`config.mk`:
```
export PLATFORM = sky130hd
export DESIGN_NAME = ram16k_block_mover
export DESIGN_NICKNAME = d
export VERILOG_FILES = /design/src/rtl/ram16k_block_mover_pkg.sv /design/src/rtl/ram16k_block_mover_mem_ptr_counter.sv /design/src/rtl/ram16k_block_mover.sv
export SDC_FILE = /design/constraint.sdc
export NUM_CORES = 1
export LEC_CHECK = 0
export CAP_MARGIN = 20
export CORE_MARGIN = 3
export CORE_UTILIZATION = 38
export DETAILED_ROUTE_END_ITERATION = 8
export GPL_ROUTABILITY_DRIVEN = 1
export GPL_TIMING_DRIVEN = 0
export SLEW_MARGIN = 10
export SYNTH_ARGS = -nofsm -noshare
export SYNTH_HDL_FRONTEND = slang
export SYNTH_SLANG_ARGS = --single-unit
```
`constraint.sdc`:
```
create_clock -name clk -period 2.9 [get_ports clk]
set_input_delay 0.725 -clock clk [delete_from_list [all_inputs] [get_ports clk]]
set_output_delay 0.725 -clock clk [all_outputs]
set_load 0.02 [all_outputs]
```
`src/rtl/ram16k_block_mover_pkg.sv`:
```
// ram16k_block_mover_pkg: widths, FSM state encodings and mode constants shared by the block mover.
package ram16k_block_mover_pkg;
   localparam int AW = 14;
   localparam int DW = 16;
   localparam int LW = AW + 1;
   localparam logic [2:0] ST_IDLE  = 3'd0;
   localparam logic [2:0] ST_READ  = 3'd1;
   localparam logic [2:0] ST_WRITE = 3'd2;
   localparam logic [2:0] ST_FILL  = 3'd3;
   localparam logic [2:0] ST_DONE  = 3'd4;
   localparam logic MODE_COPY = 1'b0;
   localparam logic MODE_FILL = 1'b1;
endpackage

```
`src/rtl/ram16k_block_mover_mem_ptr_counter.sv`:
```
// mem_ptr_counter: address pointer with async clear, parallel load and wrapping increment.
module mem_ptr_counter #(
   parameter int AW = 14
) (
   input  logic          clk,
   input  logic          rst_n,
   input  logic          i_load,
   input  logic [AW-1:0] i_load_val,
   input  logic          i_inc,
   output logic [AW-1:0] o_ptr
);
   logic [AW-1:0] r_ptr;
   always_ff @(posedge clk or negedge rst_n)
      if (!rst_n) r_ptr <= '0;
      else if (i_load) r_ptr <= i_load_val;
      else if (i_inc) r_ptr <= r_ptr + AW'(1);
   assign o_ptr = r_ptr;
endmodule

```
`src/rtl/ram16k_block_mover.sv`:
```
// ram16k_block_mover: copies a block between memory regions or fills a region with a constant,
// driving the 16K-word data memory port from registered state only.
import ram16k_block_mover_pkg::*;
module ram16k_block_mover (
   input  logic          clk,
   input  logic          rst_n,
   input  logic          i_start,
   input  logic          i_mode,
   input  logic [AW-1:0] i_src_addr,
   input  logic [AW-1:0] i_dst_addr,
   input  logic [LW-1:0] i_length,
   input  logic [DW-1:0] i_fill_value,
   output logic          o_busy,
   output logic          o_done,
   output logic [DW-1:0] o_mem_in,
   output logic          o_mem_load,
   output logic [AW-1:0] o_mem_address,
   input  logic [DW-1:0] i_mem_out
);
   localparam logic [LW-1:0] MAX_LEN = LW'(1) << AW;
   logic [2:0]    r_state;
   logic [DW-1:0] r_fill, r_data, r_in_hold;
   logic [LW-1:0] r_rem, w_len;
   logic [AW-1:0] r_addr_hold, w_src_ptr, w_dst_ptr;
   logic          w_accept, w_write, w_last;
   assign w_accept = (r_state == ST_IDLE) && i_start;
   assign w_write  = (r_state == ST_WRITE) || (r_state == ST_FILL);
   assign w_last   = (r_rem == LW'(1));
   assign w_len    = (i_length > MAX_LEN) ? MAX_LEN : i_length;
   mem_ptr_counter #(.AW(AW)) u_src_ptr (
      .clk(clk), .rst_n(rst_n), .i_load(w_accept), .i_load_val(i_src_addr),
      .i_inc(r_state == ST_WRITE), .o_ptr(w_src_ptr));
   mem_ptr_counter #(.AW(AW)) u_dst_ptr (
      .clk(clk), .rst_n(rst_n), .i_load(w_accept), .i_load_val(i_dst_addr),
      .i_inc(w_write), .o_ptr(w_dst_ptr));
   // Hold registers keep the bus stable once the FSM leaves the active states.
   always_ff @(posedge clk or negedge rst_n)
      if (!rst_n) begin
         r_state     <= ST_IDLE;
         r_fill      <= '0;
         r_data      <= '0;
         r_rem       <= '0;
         r_addr_hold <= '0;
         r_in_hold   <= '0;
      end else begin
         r_addr_hold <= o_mem_address;
         r_in_hold   <= o_mem_in;
         case (r_state)
            ST_IDLE: if (i_start) begin
               r_fill  <= i_fill_value;
               r_rem   <= w_len;
               r_state <= (w_len == '0) ? ST_DONE : (i_mode == MODE_FILL) ? ST_FILL : ST_READ;
            end
            ST_READ: begin
               r_data  <= i_mem_out;
               r_state <= ST_WRITE;
            end
            ST_WRITE: begin
               r_rem   <= r_rem - LW'(1);
               r_state <= w_last ? ST_DONE : ST_READ;
            end
            ST_FILL: begin
               r_rem   <= r_rem - LW'(1);
               r_state <= w_last ? ST_DONE : ST_FILL;
            end
            default: r_state <= ST_IDLE;
         endcase
      end
   assign o_mem_address = (r_state == ST_READ) ? w_src_ptr : w_write ? w_dst_ptr : r_addr_hold;
   assign o_mem_in      = (r_state == ST_WRITE) ? r_data : (r_state == ST_FILL) ? r_fill : r_in_hold;
   assign o_mem_load    = w_write;
   assign o_busy        = w_write || (r_state == ST_READ);
   assign o_done        = (r_state == ST_DONE);
endmodule

```
==> results of run 1 <==
## stage by stage
stage / hold WS [ps] / TNS [ps] / utilization (%)
floorplan: 429 / 0 / -
global placement: 458 / -349770 / 49.2
detailed placement: 465 / -14000 / 49.5
CTS: 219 / -177 / 51.6
global route: 230 / -60.9 / 51.3
finish: 220 / 0 / 51.3
## cell families after synthesis
kind of cell / synth area share, %
flip-flops: 51.1
AO/OA/AOI/OAI: 15.4
XOR/XNOR: 1.49
AND/OR/NAND/NOR: 20.9
buffers and inverters: 3.38
multiplexers: 6.81
adder cells (fa/ha/maj): 0.946
## metal layers
metal	part of all wire, %	global-route usage [%]
met5	0	0
met4	1.5	5.82
met3	7.8	5.81
met2	46	33.6
met1	45	28.1
## worst max-delay path, stage by stage (launching register included)
cell and delay [ps]:
dfrtp_1 450, nand2b_4 100, buf_6 150, clkinv_2 140, clkbuf_4 240, a22oi_1 150, o21ai_0 180, clkdlybuf4s15_1 330
## power by group
part           total (uW)  leakage (uW)  internal (uW)  switching [uW]
registers            2840       0.00129           2260             581
logic                3460       0.00158           1460            2000
clock network        1210      0.000136            601             604
## Yosys cell counts (2+ instances only)
cell and number:
dfrtp_1 108, nand2_1 98, o21ai_0 40, a21oi_1 25, clkbuf_1 25, nor2_1 23
a22oi_1 18, mux2i_1 18, nor3_1 18, mux2_2 16, nor2b_1 15, nand3_1 13
nor4_1 12, xnor2_1 9, nand4_1 8, a211oi_1 7, inv_1 7, a221o_1 6
nor3b_1 6, a311oi_1 5, o211ai_1 5, a211o_1 4, and3_1 4, buf_1 4
ha_1 4, nand2b_1 4, or4_1 4, a21o_1 3, a31oi_1 3, nand4b_1 3
o311a_1 3, o311ai_0 3, and4_1 2, clkbuf_2 2, nor4b_1 2, or2_2 2
## cell usage in the layout, fill, tap and decap left out, types with 12 or more instances in the layout
| cell type | instances |
|---|---|
| dfrtp_1 | 107 |
| nand2_1 | 98 |
| clkdlybuf4s50_1 | 78 |
| o21ai_0 | 32 |
| clkbuf_2 | 26 |
| a21oi_1 | 25 |
| nor2_1 | 23 |
| mux2i_1 | 18 |
| a22oi_1 | 18 |
| nor3_1 | 18 |
| clkbuf_1 | 16 |
| mux2_2 | 16 |
| nor2b_1 | 14 |
| nand3_1 | 13 |
| nor4_1 | 12 |
## timing repair
action	CTS	global route
setup endpoints to repair	33	32
gates resized for setup	80	58
setup buffers	0	2
hold endpoints to repair	0	0
## worst max path at each step
stage | start | endpoint | slack, ps | cells past startpoint
CTS | r_state[2] | o_mem_address[1] | -60 | 7
global placement | rst_n | r_data[3] | -3120 | 1
floorplan | r_state[0] | o_mem_address[5] | 360 | 5
global route | r_state[1] | o_mem_address[1] | -60 | 7
detailed placement | r_state[0] | o_mem_address[4] | -560 | 6
finish | r_state[1] | o_mem_address[1] | 70 | 7
## flip-flops by register name, indices dropped and copies added (netlist names)
register,flops
r_addr_hold,14
u_dst_ptr.o_ptr,14
r_state,3
r_data,16
u_src_ptr.o_ptr,14
r_in_hold,16
r_rem,15
r_fill,16
## final cells by class
| cell class | instances | area, sq um |
|---|---|---|
| sequential | 108 | 2700 |
| clock inverter | 6 | 53.8 |
| buffer | 33 | 176 |
| inverter | 8 | 31.3 |
| fill | 1306 | 6550 |
| timing repair buffer | 115 | 1070 |
| multi-input combinational | 394 | 2420 |
| clock buffer | 10 | 229 |
| tap | 176 | 220 |
==> out/results.txt, run 1 <==
Startpoint Class - flip-flop
post-synth top area share - 51.1%
core area - 0.0135 sq mm
hold_buf cts - 0
drt initial violations - 274
worst min-delay path class - primary input to asynchronous set/reset pin
H-tree Lvls - 3
row count - 42
Clock Pin Slew Worst Setup and Hold Paths - 70 ps
Placed Instances - 833
relative slew slack - 41.1%
Slew Limit Fails - 0
Reg2Reg Launch Point - r_state[2]
clk buf depth - 2
cell area after synthesis - 0.00529 sq mm
first-pass GRT wire length - 24.8 mm
Clk Tree Root Cell - clkbuf_16
largest net degree at the start of global routing - 85
Post-synth EDFFs - 0
area leader, netlist - dfrtp_1
vias in the first global route - 4717
Die W - 124 um
Vias/cell - 5.51
Die Area - 0.0154 sq mm
Initial Utilization - 39.3%
Final Hold Violating Endpoints - 0
residual DRC count - 0
Seq cells post-synth - 108
GR Overflow Total - 0
RSZ-0062 raised after global routing - yes
# nets final - 752
Worst Max-Slew Pin Slew - 876 ps
Reg2Reg Depth - 7
Max Cap Viol - 0
Mean Syn Cell Area - 9.73 sq um
clock period minus worst slack - 2830 ps
Tot Pwr - 7510 uW
clk_skew - 8.73 ps
worst vdd ir - 553 uV
final worst slack - 71.2 ps
Place WS - -555 ps
chip height - 124 um
CTS Buf Count - 9
# setup viols final - 0
Antenna diodes - 0
clk sinks - 108
Leak - 0.00301 uW
crit-path max FO - 10
Fmax - 0.354 GHz
overall global routing resource usage - 21.0%
Power Density - 1090 mW/mm^2
Req. time, crit path - 2170 ps
post-DP HPWL - 11.3 mm
Vias - 4680
gp weighted congestion - 0.852
Synth Flop Type - dfrtp_1
share of layout cells above drive strength 1 - 13.1%
Worst Path Arrival - 2100 ps
DR pass1 iterations - 4
Area Growth Syn to Fin - 30.5%
Critical Setup Path Class - flip-flop to output pin
worst r2r dst - u_dst_ptr.o_ptr[5]
Synth Instances - 544
Post-synth ARST share - 100%
fin area - 0.00690 sq mm
placed cell areas - 0.00666 sq mm
CP endpoint kind - output pin
Skew-Pair Late Insertion Delay - 360 ps
TritonCTS clock tree - yes
port buffer count - 111
Synth warnings - 0
fin crit share - 97.5%
DR WL/cell - 18.2 um
synth unique cells - 51
# IOs - 112
post-route insts no fill - 850
DRT antenna net count - 0
post-synthesis sequential area ratio - 51.1%
Reg2Reg Setup Slack - 450 ps
Mapped Nets - 627
initial antenna violation count - 0
drt total wl - 15.4 mm
outcome - finished, final reports clean
top cells by area, synth - dfrtp_1 (51%), nand2_1 (7.0%), o21ai_0 (3.8%), mux2i_1 (3.4%), mux2_2 (3.4%)
Power figures use the tool's default switching activity.
==> run 2: changes to the inputs <==
Settings changed: CORE_UTILIZATION 38 to 55, PLACE_DENSITY set to 0.85.
Clock period 2.9 ns to 3.3 ns, I/O delays scaled along.
==> run 2 against run 1 <==
Compared with the run above:
- clock skew up 1.9 ps
- critical endpoint unchanged
- via count up 4.5%
- sequential share of layout area up 0.48 points
- non-clock buffer count down 3
- register-to-register slack better by 400 ps
==> out/results.txt, run 2 (synthesis gave the netlist of run 1 again) <==
outcome - finished, final reports clean
worst min-delay path class - primary input to asynchronous set/reset pin
worst vdd ir - 617 uV
clk_skew - 10.6 ps
clk sinks - 108
core area - 0.00928 sq mm
Clock Pin Slew Worst Setup and Hold Paths - 100 ps
Clock Power Share - 12.0%
row count - 35
TritonCTS clock tree - yes
DRT antenna net count - 0
# IOs - 112
hold_ws - 373 ps
Comb power frac - 48.9%
initial antenna violation count - 0
P_int - 3660 uW
Critical Setup Path Class - flip-flop to output pin
CTS Buf Count - 9
largest net degree at the start of global routing - 60
Worst Max-Slew Pin Slew - 976 ps
switching portion of total power - 43.5%
drt initial violations - 404
relative slew slack - 34.3%
Worst Path Arrival - 2240 ps
DR WL/cell - 18.8 um
Placed Instances - 786
post-DP HPWL - 10.9 mm
Leak - 0.00311 uW
overall global routing resource usage - 27.8%
DR pass1 iterations - 5
Fmax - 0.327 GHz
Die W - 104 um
Reg2Reg Depth - 6
largest registers - r_data: 16 flops, r_fill: 16 flops, r_in_hold: 16 flops
first-pass GRT wire length - 24.4 mm
Skew-Pair Late Insertion Delay - 380 ps
chip height - 104 um
GR Overflow Total - 0
Vias/cell - 6.11
gp weighted congestion - 0.894
clk buf depth - 2
commonest non-fill, non-tap cell in the layout - dfrtp_1
Clk Tree Root Cell - clkbuf_8
Area Growth Syn to Fin - 29.0%
Req. time, crit path - 2470 ps
Die Area - 0.0108 sq mm
RSZ-0062 raised after global routing - no
Initial Utilization - 57.0%
Reg2Reg Launch Point - r_state[0]
# nets final - 749
drt total wl - 15.0 mm
vias in the first global route - 4869
residual DRC count - 0
Reg2Reg Setup Slack - 850 ps
# setup viols final - 0
share of layout cells above drive strength 1 - 8.64%
fillers - 703
Power Density - 948 mW/mm^2
sw power - 2810 uW
Final Hold Violating Endpoints - 0
Slew Limit Fails - 0
H-tree Lvls - 3
Tot Pwr - 6470 uW
Reg power frac - 39.1%
most frequent cells in the layout - dfrtp_1 (106), nand2_1 (98), clkdlybuf4s50_1 (80)
port buffer count - 111
final core utilization - 73.5%
Vias - 4890
Max Cap Viol - 0
post-route insts no fill - 800
worst r2r dst - u_dst_ptr.o_ptr[5]
fin crit share - 92.8%
Startpoint Class - flip-flop
Antenna diodes - 0
CP endpoint kind - output pin
crit-path max FO - 10
clock period minus worst slack - 3060 ps
## run 2: cell count changes in the layout (fill, tap and decap cells not counted), moves of 4 or more
cell / before / now
clkbuf_2: 26 / 6
dlymetal6s2s_1: 1 / 18
clkbuf_16: 9 / 0
clkbuf_8: 1 / 10
dlygate4sd2_1: 4 / 12
o21ai_0: 32 / 39
o21ai_1: 7 / 1
clkdlybuf4s15_2: 5 / 0
clkbuf_4: 5 / 1
## run 2: layout make-up
cell class	count	area, sq um	area share, %
clock buffer	10	128	1.87
multi-input combinational	394	2410	35.4
inverter	8	31.3	0.458
clock inverter	6	56.3	0.825
tap	129	161	2.37
buffer	32	155	2.27
sequential	108	2710	39.6
timing repair buffer	113	1170	17.2
## run 2: what timing repair did
action | CTS | global route
resized for setup | 26 | 20
setup endpoints to repair | 33 | 18
hold buffers | 0 | 0
buffers inserted | 0 | 0
## run 2: per-layer routing
metal | up-vias | part of all wire [%] | global-route usage (%)
met5 | - | 0 | 0
met4 | 0 | 2.4 | 8.26
met3 | 37 | 9.3 | 6.95
met2 | 249 | 48 | 45.2
met1 | 2394 | 40 | 37.1
li1 | 2210 | - | -
## run 2: critical path, cell delays in order, from the launching register on
cell           delay, ps
dfrtp_2              460
nand2b_4             160
buf_6                150
clkinv_2             150
clkbuf_4             240
a22oi_1              170
o21ai_0              170
dlygate4sd2_1        370
## run 2: worst max-delay path by stage
| stage | to | from |
|---|---|---|
| finish | o_mem_address[1] | r_state[2] |
| global route | o_mem_address[12] | r_state[2] |
| CTS | o_mem_in[4] | r_state[2] |
| detailed placement | o_mem_address[3] | r_state[0] |
| global placement | r_data[2] | rst_n |
| floorplan | o_mem_address[5] | r_state[0] |
## run 2: power groups by stage
stage	combinational [uW]	sequential, uW	clock (uW)
5_1_grt	3450	2600	841
2_1_floorplan	2050	2350	0
6_report	3160	2530	777
4_1_cts	3190	2510	786
3_5_place_dp	3260	2520	0
3_3_place_gp	3130	2470	0
## run 2: through the flow
stage	setup TNS, ps	instance area [sq um]	setup WS, ps
2_1_floorplan	0	5290	659
3_3_place_gp	-280610	6560	-2600
3_5_place_dp	-665	6600	-165
4_1_cts	0	6780	5.11
5_1_grt	0	6820	135
6_report	0	6820	238
